$ cat src/rtl/gnrc_fifo_wm.sv
// rtl/gnrc_fifo_wm.sv - FWFT valid/ready FIFO with exact count, runtime watermarks and high-water mark
module gnrc_fifo_wm #(
    parameter int DW = 32,
    parameter int DP = 16,
    parameter int CW = $clog2(DP + 1)
) (
    input  logic          clk_i,
    input  logic          rst_ni,
    input  logic          flush_i,
    input  logic [DW-1:0] in_data_i,
    input  logic          in_valid_i,
    output logic          in_ready_o,
    output logic [DW-1:0] out_data_o,
    output logic          out_valid_o,
    input  logic          out_ready_i,
    input  logic [CW-1:0] afull_thr_i,
    input  logic [CW-1:0] aempty_thr_i,
    output logic [CW-1:0] cnt_o,
    output logic          full_o,
    output logic          empty_o,
    output logic          afull_o,
    output logic          aempty_o,
    output logic [CW-1:0] hwm_o,
    input  logic          hwm_clr_i
);

    localparam int AW = (DP > 1) ? $clog2(DP) : 1;
    localparam logic [AW-1:0] LAST_PTR = AW'(DP - 1);
    localparam logic [CW-1:0] DP_CNT   = CW'(DP);
    localparam logic [CW-1:0] ONE_CNT  = CW'(1);

    logic [DW-1:0] r_mem [DP];
    logic [AW-1:0] r_wr_ptr;
    logic [AW-1:0] r_rd_ptr;
    logic [CW-1:0] r_cnt;
    logic [CW-1:0] r_hwm;
    logic [DW-1:0] r_out_data;
    logic          r_out_valid;
    logic          r_in_ready;
    logic          r_full;
    logic          r_empty;
    logic          r_afull;
    logic          r_aempty;

    logic          w_push;
    logic          w_pop;
    logic [AW-1:0] w_wr_ptr_inc;
    logic [AW-1:0] w_rd_ptr_inc;
    logic [AW-1:0] w_rd_ptr_sel;
    logic [CW-1:0] w_cnt_arith;
    logic [CW-1:0] w_cnt_nxt;
    logic [CW-1:0] w_hwm_nxt;

    // Handshakes and next-state arithmetic; flush collapses the count to zero
    always_comb begin
        w_push       = in_valid_i & r_in_ready;
        w_pop        = r_out_valid & out_ready_i;
        w_wr_ptr_inc = (r_wr_ptr == LAST_PTR) ? '0 : r_wr_ptr + 1'b1;
        w_rd_ptr_inc = (r_rd_ptr == LAST_PTR) ? '0 : r_rd_ptr + 1'b1;
        w_rd_ptr_sel = w_pop ? w_rd_ptr_inc : r_rd_ptr;
        w_cnt_arith  = r_cnt + CW'(w_push) - CW'(w_pop);
        w_cnt_nxt    = flush_i ? '0 : w_cnt_arith;
        if (hwm_clr_i)
            w_hwm_nxt = w_cnt_nxt;
        else
            w_hwm_nxt = (w_cnt_nxt > r_hwm) ? w_cnt_nxt : r_hwm;
    end

    // Storage array carries no reset so it can map onto distributed or block RAM
    always_ff @(posedge clk_i) begin
        if (w_push && !flush_i)
            r_mem[r_wr_ptr] <= in_data_i;
    end

    // Pointers, count, registered head copy, flags and high-water mark
    always_ff @(posedge clk_i or negedge rst_ni) begin
        if (!rst_ni) begin
            r_wr_ptr    <= '0;
            r_rd_ptr    <= '0;
            r_cnt       <= '0;
            r_hwm       <= '0;
            r_out_data  <= '0;
            r_out_valid <= 1'b0;
            r_in_ready  <= 1'b1;
            r_full      <= 1'b0;
            r_empty     <= 1'b1;
            r_afull     <= 1'b0;
            r_aempty    <= 1'b1;
        end else begin
            if (flush_i) begin
                r_wr_ptr <= '0;
                r_rd_ptr <= '0;
            end else begin
                if (w_push)
                    r_wr_ptr <= w_wr_ptr_inc;
                r_rd_ptr <= w_rd_ptr_sel;
                // A lone entry after this edge is the one being written now, so take it from the input
                if (w_cnt_arith != '0)
                    r_out_data <= (w_push && (w_cnt_arith == ONE_CNT)) ? in_data_i : r_mem[w_rd_ptr_sel];
            end
            r_cnt       <= w_cnt_nxt;
            r_hwm       <= w_hwm_nxt;
            r_out_valid <= (w_cnt_nxt != '0);
            r_in_ready  <= (w_cnt_nxt != DP_CNT);
            r_full      <= (w_cnt_nxt == DP_CNT);
            r_empty     <= (w_cnt_nxt == '0);
            r_afull     <= (w_cnt_nxt >= afull_thr_i);
            r_aempty    <= (w_cnt_nxt <= aempty_thr_i);
        end
    end

    assign in_ready_o  = r_in_ready;
    assign out_data_o  = r_out_data;
    assign out_valid_o = r_out_valid;
    assign cnt_o       = r_cnt;
    assign full_o      = r_full;
    assign empty_o     = r_empty;
    assign afull_o     = r_afull;
    assign aempty_o    = r_aempty;
    assign hwm_o       = r_hwm;

endmodule

$ cat config.mk
export PLATFORM = sky130hd
export DESIGN_NAME = gnrc_fifo_wm
export DESIGN_NICKNAME = d
export VERILOG_FILES = /design/src/rtl/gnrc_fifo_wm.sv
export SDC_FILE = /design/constraint.sdc
export NUM_CORES = 1
export LEC_CHECK = 0
export BUFFER_PORTS_ARGS = -buffer_cell sky130_fd_sc_hd__clkbuf_2
export CAP_MARGIN = 40
export CORE_ASPECT_RATIO = 1.25
export CORE_MARGIN = 1
export CORE_UTILIZATION = 50
export CTS_CLUSTER_SIZE = 25
export DETAILED_ROUTE_END_ITERATION = 8
export PLACE_DENSITY = 0.71
export SLEW_MARGIN = 0
export SYNTH_ARGS = -nofsm -noshare
export SYNTH_HDL_FRONTEND = slang
export SYNTH_SLANG_ARGS = --single-unit
$ cat constraint.sdc
create_clock -name clk_i -period 9.7 [get_ports clk_i]
set_clock_uncertainty 0.05 [all_clocks]
set_input_delay 1.94 -clock clk_i [delete_from_list [all_inputs] [get_ports clk_i]]
set_output_delay 1.94 -clock clk_i [all_outputs]
set_load 0.01 [all_outputs]
After elaboration in Yosys (flattened, before gate mapping)
Memories as Yosys holds them, arrays and structs flattened. Index checks and enable logic that the tools add are counted.

Output and inout port bits: 48. Input port bits: 48. Memories kept: 1. Bits in registers: 56. Word-level logic and storage cells: 48. Memory bits (writable): 512.

Memory list: r_mem (depth 16, bits a word 32, rd ports 1, clocked after memory_dff 0, write ports 1, RTL line 32) `logic [DW-1:0] r_mem [DP];`.

Add/sub/neg operators: 4. Muxes and demuxes: 12. $lt $le $gt $ge: 3. Reductions and logical operators: 9. Bitwise operators: 3. Equality and inequality tests: 5.

Operators by type and width (number): $mux W32 (1); $mux W4 (6); $mux W5 (3); $reduce_bool A5 Y1 (2); $add A4 B1 Y4 const B (2); $eq A4 B4 Y1 const B (2); $add A5 B1 Y5 (1); $eq A5 B1 Y1 const B (1); $eq A5 B5 Y1 const B (1); $ge A5 B5 Y1 (1); $gt A5 B5 Y1 (1); $le A5 B5 Y1 (1); $logic_not A5 Y1 (1); $ne A5 B5 Y1 const B (1); $sub A5 B1 Y5 (1); $reduce_bool A2 Y1 (2); $and A1 B1 Y1 (2); $logic_and A1 B1 Y1 (2); $mux W1 (2); $reduce_and A2 Y1 (1); $logic_not A1 Y1 (1); $not A1 Y1 (1).

Depth between registers and ports, before layout
Gate-level depths: netlist (run 1).

Depth in word-level cells: 7. Gate-level depth with buffers: 14. Mapped depth without buffers: 14.

Least setup slack after synthesis (run 1)
OpenSTA, ideal clock, no wires.

Path type: input to register. Start point: input flush_i. End point: memory r_mem[0][0] (enable). Setup time: 0.461 ns. Arrival time: 4.826 ns. Stages: 5. Path slack: 4.363 ns. Path buffers: 2. Required time: 9.189 ns. Cell sequence: buf_2 > buf_1 > nor2_1 > nand2_1 > nor3_1.

Word-level cells in the longest chain between the ends: 4.

RTL lines: from (decl) (RTL line 9) `input logic flush_i,`; $logic_not A1 Y1 (RTL line 71) `if (w_push && !flush_i)`; $logic_and A1 B1 Y1 (RTL line 71); $mux W1 (RTL line 71); $mux W1 (not written as such) (RTL line 72) `r_mem[r_wr_ptr] <= in_data_i;`; to (decl) (RTL line 32).

Every way passes these cells.

Final worst setup path (run 1)
Start point: input out_ready_i. End point: register r_hwm[1], in the netlist hwm_o[1].

Word-level cells in the longest chain between the ends: 5.

RTL lines: from (decl) (RTL line 15) `input logic out_ready_i,`; $and A1 B1 Y1 (*) (RTL line 57) `w_pop = r_out_valid & out_ready_i;`; $sub A5 B1 Y5 (*) (RTL line 61) `w_cnt_arith = r_cnt + CW'(w_push) - CW'(w_pop);`; $mux W5 (*) (RTL line 62) `w_cnt_nxt = flush_i ? '0 : w_cnt_arith;`; named net w_cnt_nxt[1] (RTL line 51) `logic [CW-1:0] w_cnt_nxt;`; $gt A5 B5 Y1 or $mux W5 (tied branches) (RTL line 66) `w_hwm_nxt = (w_cnt_nxt > r_hwm) ? w_cnt_nxt : r_hwm;`; $reduce_bool A2 Y1 (no source line) or $mux W5 (tied branches); to (signal assigned) (RTL line 102) `r_hwm <= w_hwm_nxt;`; to (decl) (RTL line 36) `logic [CW-1:0] r_hwm;`.

The timed path passes the listed nets; every way through them passes the cells marked *. The select of a mux whose other input is x is not followed. A chain may end at the register's enable or synchronous reset.

==> summary.txt, run 1 <==
Die span in x -> 194.0 um
Number of buffers inserted for hold repair after clock tree synthesis -> 0
Pin slew with the least headroom to its limit -> 897.7 ps
Final Critical Period -> 5093 ps
Vias per inst -> 5.948
Clock tree from TritonCTS -> built
CTS clock-pin slew for the worst setup and hold paths -> 70 ps
Most area-consuming cells after synthesis -> sky130_fd_sc_hd__edfxtp_1 (67%), sky130_fd_sc_hd__mux4_2 (6.3%), sky130_fd_sc_hd__mux2_2 (6.1%)
Data arrival time of the worst path -> 5510 ps
Endpoint class of the critical path -> flop
Proportion of power drawn by flip-flops and latches -> 0.448
Num ports -> 96
Total power after layout -> 0.006393 W
Most instantiated flip-flop cell in the synthesis netlist -> sky130_fd_sc_hd__edfxtp_1
Global-route total usage across every layer -> 0.2169
Max clock buf depth -> 3
Final weighted congestion in routability-driven placement -> 0.7637
Async set-reset flop share out of synthesis -> 0.09859
Maximum number of pins on one net before global-route repair -> 119
Slew headroom -> 0.4015
RSZ-0062 raised after global routing -> no
Share of final-layout standard cells stronger than drive strength 1 -> 0.3557
Antenna Nets Post-Route -> 0
Total core area -> 45280 sq um
First-pass GRT wire length -> 75.49 mm
Half-perimeter wire length after placement -> 25.82 mm
Share of the yosys chip area belonging to registers -> 0.7287
DR DRC count -> 0
Overflow left after global routing -> 0
Netlist Area Pre-Place -> 23030 sq um
DR vias -> 11600
Share of Yosys cell area claimed by the top area cell type -> 0.6676
Port Buf Inserts -> 95
Per-cell routed wire length -> 25.84 um
Area Overhead vs Synth -> 13.09%
Placement row count -> 87
Proportion of power drawn by combinational gates -> 0.224
Total net switching power -> 0.001734 W
Die height -> 241.9 um
Post-synthesis area per instance -> 18.92 sq um
Clock buffers created by TritonCTS -> 52
Flip-flop and latch count after synthesis -> 568
Number of warnings reported in the yosys synthesis log -> 0
DRT Pass-1 Iters -> 5
Part of the total power dissipated in the clock network -> 0.328
Clk root buf -> sky130_fd_sc_hd__clkbuf_16
Yosys cell types -> 55
Antenna diode count -> 0
Pwr dens -> 245.5 nW/um^2
Final Hold Viols -> 0
Postcts setup bufs -> 0
Starting density of the core -> 0.5085
H-tree depth -> 2
Post-Place Cells -> 1854
Summed negative setup slack over all endpoints -> 0 ps
Initial antenna violation count -> 1
Max FO, Critical Path -> 6
Critical Setup Path Class -> input pin to flop
Status -> complete, no violations
Worst vdd rail ir drop -> 0.0001832 V
Total Wirelength -> 50.40 mm
Startpoint type of the worst setup path -> input pin
Initial DRC count -> 909
Highest attainable clock frequency -> 196.3 MHz
Count of placed standard cells in the final layout, fillers left out -> 1950
Filler cell count in the final layout -> 3325
Switching fraction of total power -> 0.2712
Maxcap violations -> 0
Final core area utilization -> 0.5751
Internal power -> 0.004660 W
Leakage -> 8.974 nW
Number of endpoints failing setup at the final stage -> 0
Number of standard cells after synthesis -> 1217
Max-slew violation count -> 0
Number of clock sinks seen by CTS -> 568
Post-CTS sizing -> 0
Data required time at the worst endpoint -> 10110 ps
Path type of the worst min-delay path -> flop to flop
Post-synth EDFFs -> 512
Vias in the first global route -> 11950
Number of nets in the layout -> 1398
Cell type with the highest aggregate area in the netlist -> sky130_fd_sc_hd__edfxtp_1
Die outline area -> 46920 sq um
Final period utilization -> 0.5251
Worst slack on hold paths -> 476.0 ps
Latest clock arrival within the worst-skew pair -> 580 ps
Synth Net Count -> 1285
[flip-flops by register name, indices dropped and copies added (netlist names), 4 cells and up]
register,count
r_wr_ptr,4
out_data_o,32
r_rd_ptr,4
cnt_o,5
r_mem,512
hwm_o,5
[cell usage in the layout (no fill, tap or decap), drive strengths merged, types with 2 or more instances in the layout]
| cell type | netlist | routed |
|---|---|---|
| o21a | 2 | 2 |
| inv | 52 | 54 |
| a221oi | 33 | 33 |
| nand2b | 6 | 6 |
| clkinv | 0 | 16 |
| mux2 | 133 | 133 |
| nand2 | 9 | 9 |
| a21o | 3 | 3 |
| dfstp | 3 | 3 |
| nand4 | 2 | 2 |
| xor2 | 4 | 4 |
| clkbuf | 16 | 161 |
| and2 | 5 | 5 |
| mux2i | 5 | 5 |
| xnor2 | 2 | 2 |
| a211oi | 33 | 33 |
| edfxtp | 512 | 512 |
| nor2 | 59 | 59 |
| nor2b | 5 | 5 |
| nand3 | 9 | 9 |
| o2bb2ai | 2 | 2 |
| a21oi | 42 | 42 |
| a31o | 2 | 2 |
| nor3 | 5 | 5 |
| ha | 19 | 19 |
| bufinv | 0 | 7 |
| and3b | 2 | 2 |
| mux4 | 64 | 64 |
| clkinvlp | 0 | 4 |
| dfrtp | 53 | 53 |
| o21ai | 7 | 7 |
| buf | 50 | 31 |
| maj3 | 2 | 2 |
| a22o | 64 | 64 |
[stage by stage]
| stage | worst slack, ps | area (sq um) |
|---|---|---|
| after global placement | 4126 | 24160 |
| final | 4607 | 26040 |
| after global routing | 4360 | 26040 |
| after CTS | 4572 | 26040 |
| after detailed placement | 3970 | 24300 |
| after floorplan | 4363 | 23030 |
[final cells by class]
type	count	area, sq um	area share
clock buffer	67	1409	0.05410
clock inverter	29	336.6	0.01292
inverter	52	195.2	0.007495
multi-input combinational	531	5794	0.2225
sequential	568	16780	0.6443
tap	578	723.2	0.02777
timing repair buffer	125	805.8	0.03094
[routing by layer]
layer	global-route usage	share of wire
met1	0.2869	0.42
met2	0.3790	0.51
met3	0.02882	0.047
met4	0.05836	0.020
met5	0	0.00028
[logic make-up (layout without fill, tap and decap cells)]
| group | count (synthesis) | in the layout | share of synthesized area |
|---|---|---|---|
| and+or+nand+nor | 106 | 106 | 0.02108 |
| DFF | 568 | 568 | 0.7287 |
| buffers and inverters | 118 | 273 | 0.02521 |
| muxes | 202 | 202 | 0.1301 |
| xor gates and xnor gates | 6 | 6 | 0.002282 |
| AOI/OAI and AO/OA | 195 | 195 | 0.08058 |
| adders and majority gates | 22 | 22 | 0.01206 |
[worst max-delay path, cell delays in order]
cell	delay [ps]
sky130_fd_sc_hd__clkbuf_2	120
sky130_fd_sc_hd__nand2_1	160
sky130_fd_sc_hd__inv_1	120
sky130_fd_sc_hd__ha_1	280
sky130_fd_sc_hd__inv_1	40
sky130_fd_sc_hd__ha_1	200
sky130_fd_sc_hd__fa_1	520
sky130_fd_sc_hd__nor2b_1	330
sky130_fd_sc_hd__ha_1	310
sky130_fd_sc_hd__nor2b_1	140
sky130_fd_sc_hd__o21a_1	160
sky130_fd_sc_hd__o21ai_0	210
sky130_fd_sc_hd__a22oi_1	130
sky130_fd_sc_hd__a221oi_2	460
sky130_fd_sc_hd__mux2_1	370
[power groups by stage]
stage | Clock (W) | Combinational, W | Sequential [W]
6_report | 0.00210 | 0.00143 | 0.00287
5_1_grt | 0.00222 | 0.00155 | 0.00288
4_1_cts | 0.00213 | 0.00145 | 0.00287
3_5_place_dp | 0 | 0.00144 | 0.00292
3_3_place_gp | 0 | 0.00138 | 0.00291
2_1_floorplan | 0 | 0.00102 | 0.00294
[path summary, 6_finish.rpt]
kind | start | to | slack (ps) | depth (start not counted)
max in group asynchronous | rst_ni | out_data_o[15] | 7750 | 2
max | out_ready_i | hwm_o[1] | 4610 | 15
min in group asynchronous | rst_ni | cnt_o[4] | 1260 | 1
min reg2reg | out_data_o[11] | out_data_o[11] | 480 | 2
max reg2reg | in_ready_o | hwm_o[1] | 5570 | 13
min | out_data_o[11] | out_data_o[11] | 480 | 2
[cell usage after synthesis (10+ instances only)]
cell	n
sky130_fd_sc_hd__mux2_2	125
sky130_fd_sc_hd__buf_2	32
sky130_fd_sc_hd__clkbuf_1	16
sky130_fd_sc_hd__ha_1	19
sky130_fd_sc_hd__mux4_2	64
sky130_fd_sc_hd__a22o_1	64
sky130_fd_sc_hd__nor2_1	59
sky130_fd_sc_hd__edfxtp_1	512
sky130_fd_sc_hd__buf_6	10
sky130_fd_sc_hd__dfrtp_1	53
sky130_fd_sc_hd__a221oi_2	33
sky130_fd_sc_hd__a21oi_1	40
sky130_fd_sc_hd__inv_1	51
sky130_fd_sc_hd__a211oi_2	32
Note: power is estimated with default switching activity, not from simulation.
==> run 2: changes to the inputs <==
--- a/config.mk
+++ b/config.mk
@@ -5,6 +5,7 @@
 export SDC_FILE = /design/constraint.sdc
 export NUM_CORES = 1
 export LEC_CHECK = 0
+export ABC_AREA = 1
 export BUFFER_PORTS_ARGS = -buffer_cell sky130_fd_sc_hd__clkbuf_2
 export CAP_MARGIN = 40
 export CORE_ASPECT_RATIO = 1.25
@@ -12,7 +13,7 @@
 export CORE_UTILIZATION = 50
 export CTS_CLUSTER_SIZE = 25
 export DETAILED_ROUTE_END_ITERATION = 8
-export PLACE_DENSITY = 0.71
+export PLACE_DENSITY = 0.73
 export SLEW_MARGIN = 0
 export SYNTH_ARGS = -nofsm -noshare
 export SYNTH_HDL_FRONTEND = slang
==> constraint.sdc (replaced) <==
create_clock -name clk_i -period 4.6 [get_ports clk_i]
set_clock_uncertainty 0.05 [all_clocks]
set_input_delay 0.92 -clock clk_i [delete_from_list [all_inputs] [get_ports clk_i]]
set_output_delay 0.92 -clock clk_i [all_outputs]
set_load 0.01 [all_outputs]
==> run 2 against run 1 <==
Against the previous run:
- sequential power grew 110%
- routed wire length grew 32%
- final cell count grew 65%
- worst setup slack lost 3800 ps
- first-iteration DRC count grew 110%
- hold slack lost 270 ps
- final area grew 9.2%
- synthesized cell count grew 100%
- critical path type is now flop to flop
==> summary.txt, run 2 <==
Cell with the most instances after synthesis -> sky130_fd_sc_hd__nand2_1
Slew headroom -> 0.3771
DR DRC count -> 0
Area Overhead vs Synth -> 12.44%
Global-route total usage across every layer -> 0.2589
Crit Reg-Reg Endpoint -> hwm_o[2]
H-tree depth -> 2
Path type of the worst min-delay path -> input pin to asynchronous set/reset pin
RSZ-0062 raised after global routing -> no
Status -> complete, no violations
Worst reg-to-reg path cell count -> 19
Number of flip-flops in the largest register -> 512
Latest clock arrival within the worst-skew pair -> 590 ps
Clock buffers created by TritonCTS -> 52
Starting density of the core -> 0.5096
Die height -> 253.5 um
Number of warnings reported in the yosys synthesis log -> 0
Count of placed standard cells in the final layout, fillers left out -> 3221
Most frequent standard cell in the layout excluding fill and tap cells -> sky130_fd_sc_hd__nand2_1
Top cells by count, synth -> sky130_fd_sc_hd__nand2_1 (684), sky130_fd_sc_hd__nand3_1 (619), sky130_fd_sc_hd__edfxtp_1 (512), sky130_fd_sc_hd__inv_1 (311), sky130_fd_sc_hd__buf_2 (91)
Area fraction in compound gates after synthesis -> 0.005490
Placement row count -> 91
Async set-reset flop share out of synthesis -> 0.09859
Most area-consuming cells after synthesis -> sky130_fd_sc_hd__edfxtp_1 (61%), sky130_fd_sc_hd__nand3_1 (12%), sky130_fd_sc_hd__nand2_1 (10%)
Data arrival time of the worst path -> 4170 ps
Max FO, Critical Path -> 5
First-pass GRT wire length -> 101.2 mm
Half-perimeter wire length after placement -> 34.78 mm
Critical-path top delay cell -> sky130_fd_sc_hd__fa_1
DR vias -> 18340
Maxcap violations -> 0
Final setup margin -> 854.7 ps
Post-synthesis share of cell area spent on xor and xnor gates -> 0.001682
Maximum number of pins on one net before global-route repair -> 178
Cell repeated most along the worst path -> sky130_fd_sc_hd__nand2_1
Data required time at the worst endpoint -> 5020 ps
CTS clock-pin slew for the worst setup and hold paths -> 70 ps
Port Buf Inserts -> 95
Pwr dens -> 541.6 nW/um^2
Number of endpoints failing setup at the final stage -> 0
Share of the yosys chip area belonging to registers -> 0.6633
Share of Yosys cell area claimed by the top area cell type -> 0.6078
Clock tree from TritonCTS -> built
Setup slack of the most critical reg-to-reg path -> 850 ps
Area share of and/or/nand/nor cells after synthesis -> 0.2407
Leakage -> 12.16 nW
Share of synthesized cell area in full adder, half adder and majority cells -> 0.01058
Endpoint class of the critical path -> flop
Clk root buf -> sky130_fd_sc_hd__clkbuf_16
Flip-flop and latch count after synthesis -> 568
Post-synthesis area per instance -> 10.26 sq um
Total Wirelength -> 66.48 mm
Filler cell count in the final layout -> 4055
Synth Net Count -> 2533
Postcts setup bufs -> 0
Highest attainable clock frequency -> 267.0 MHz
Vias per inst -> 5.694
Post-CTS sizing -> 0
Vias in the first global route -> 17870
Critical Setup Path Class -> flop to flop
Cell type with the highest aggregate area in the netlist -> sky130_fd_sc_hd__edfxtp_1
Overflow left after global routing -> 0
Max incr delay on CP -> 430 ps
Most instantiated flip-flop cell in the synthesis netlist -> sky130_fd_sc_hd__edfxtp_1
Number of nets in the layout -> 2593
Post-Place Cells -> 3122
Reg area -> 16780 sq um
Summed negative setup slack over all endpoints -> 0 ps
Netlist Area Pre-Place -> 25300 sq um
Final Critical Period -> 3745 ps
Combinational family with the most area after synthesis -> simple AND/OR/NAND/NOR gates
Num ports -> 96
Most flops, register -> r_mem
Max-slew violation count -> 0
Leading cell types in the layout, fill and taps excluded -> sky130_fd_sc_hd__nand2_1 (681), sky130_fd_sc_hd__nand3_1 (619), sky130_fd_sc_hd__edfxtp_1 (512)
Per-cell routed wire length -> 20.64 um
Final Hold Viols -> 0
Area used by multi-input combinational logic -> 6683 sq um
Worst vdd rail ir drop -> 0.0005651 V
Number of clock sinks seen by CTS -> 568
Pin slew with the least headroom to its limit -> 934.4 ps
Post-synth EDFFs -> 512
Worst-case setup slack after placement -> 339.4 ps
Final weighted congestion in routability-driven placement -> 0.8368
Yosys cell types -> 37
Die span in x -> 203.2 um
Share of final-layout standard cells stronger than drive strength 1 -> 0.1160
Die outline area -> 51500 sq um
Startpoint type of the worst setup path -> flop
Number of standard cells after synthesis -> 2465
Number of buffers inserted for hold repair after clock tree synthesis -> 0
Multiplexer fraction of the synthesized cell area -> 0
Antenna Nets Post-Route -> 0
Initial DRC count -> 1866
Max clock buf depth -> 3
Crit path cell chain -> nand2_1 > inv_2 > ha_1 > inv_1 > ha_1 > fa_1 > xor2_1 > inv_1 > nor2_1 > ha_1 > o21a_1 > o21ai_0 > nand2_1 > nand2_1 > o21ai_0 > nand2_1 > nand2_1 > nand2_1 > nand2_1
Total core area -> 49640 sq um
DRT Pass-1 Iters -> 5
R2r startpoint -> out_valid_o
Initial antenna violation count -> 1
Final period utilization -> 0.8142
Worst slack on hold paths -> 207.2 ps
run 2: changes by cell type after synthesis, sizes merged, moves of 31 or more:
cell / delta
nand2: +677
nand3: +611
inv: +278
mux2: -133
a22o: -64
mux4: -64
buf: +60
nor2: -44
a21oi: -36
a211oi: -33
a221oi: -33
nand3b: +31
run 2: report_power, final:
group / switching (W) / total, W / leakage (nW) / internal, W
registers: 0.000180 / 0.00609 / 5.31 / 0.00591
clock network: 0.00190 / 0.00457 / 0.913 / 0.00268
logic: 0.00330 / 0.00474 / 5.94 / 0.00144
run 2: per-layer routing:
layer | routed length, um | share of wire | track usage
met3 | 5804 | 0.087 | 0.03783
met2 | 32950 | 0.50 | 0.4411
met5 | 0 | 0 | 0
met1 | 25470 | 0.38 | 0.3289
met4 | 2259 | 0.034 | 0.1139
run 2: how the worst max path moves through the flow:
stage | cells after the start | endpoint | slack [ps] | startpoint
3_3_place_gp | 20 | hwm_o[3] | 460 | out_ready_i
5_1_grt | 19 | hwm_o[2] | 610 | out_valid_o
4_1_cts | 19 | hwm_o[2] | 920 | out_valid_o
6_report | 19 | hwm_o[2] | 850 | out_valid_o
3_5_place_dp | 20 | hwm_o[2] | 340 | out_ready_i
2_1_floorplan | 5 | r_mem[10][0] | 360 | flush_i
run 2: cell families after synthesis:
kind of cell	Yosys count
adder cells (fa/ha/maj)	21
buffers and inverters	478
XOR/XNOR	4
AO/OA/AOI/OAI	24
flip-flops	568
AND/OR/NAND/NOR	1370
run 2: metrics by stage:
stage	area [sq um]	total power (W)	utilization
detailed placement	26600	0.01087	0.5358
finish	28440	0.01541	0.5730
floorplan	25300	0.009425	-
CTS	28440	0.01540	0.5729
global route	28440	0.01615	0.5730
global placement	26570	0.01073	0.5352
run 2: critical path, delay by kind of cell, from the launching register on:
kind	cells	cell delay [ps]
adder cells (fa/ha/maj)	4	1200
buffers and inverters	3	260
flip-flops	1	400
AND/OR/NAND/NOR	8	990
XOR/XNOR	1	310
AO/OA/AOI/OAI	3	430
run 2: cell type report:
class	count	share of cell area
Antenna cell	1	0.00008797
Sequential cell	568	0.5899
Tap cell	651	0.02864
Clock inverter	28	0.01104
Inverter	330	0.04364
Timing Repair Buffer	154	0.03792
Multi-Input combinational cell	1419	0.2349
Clock buffer	70	0.05384
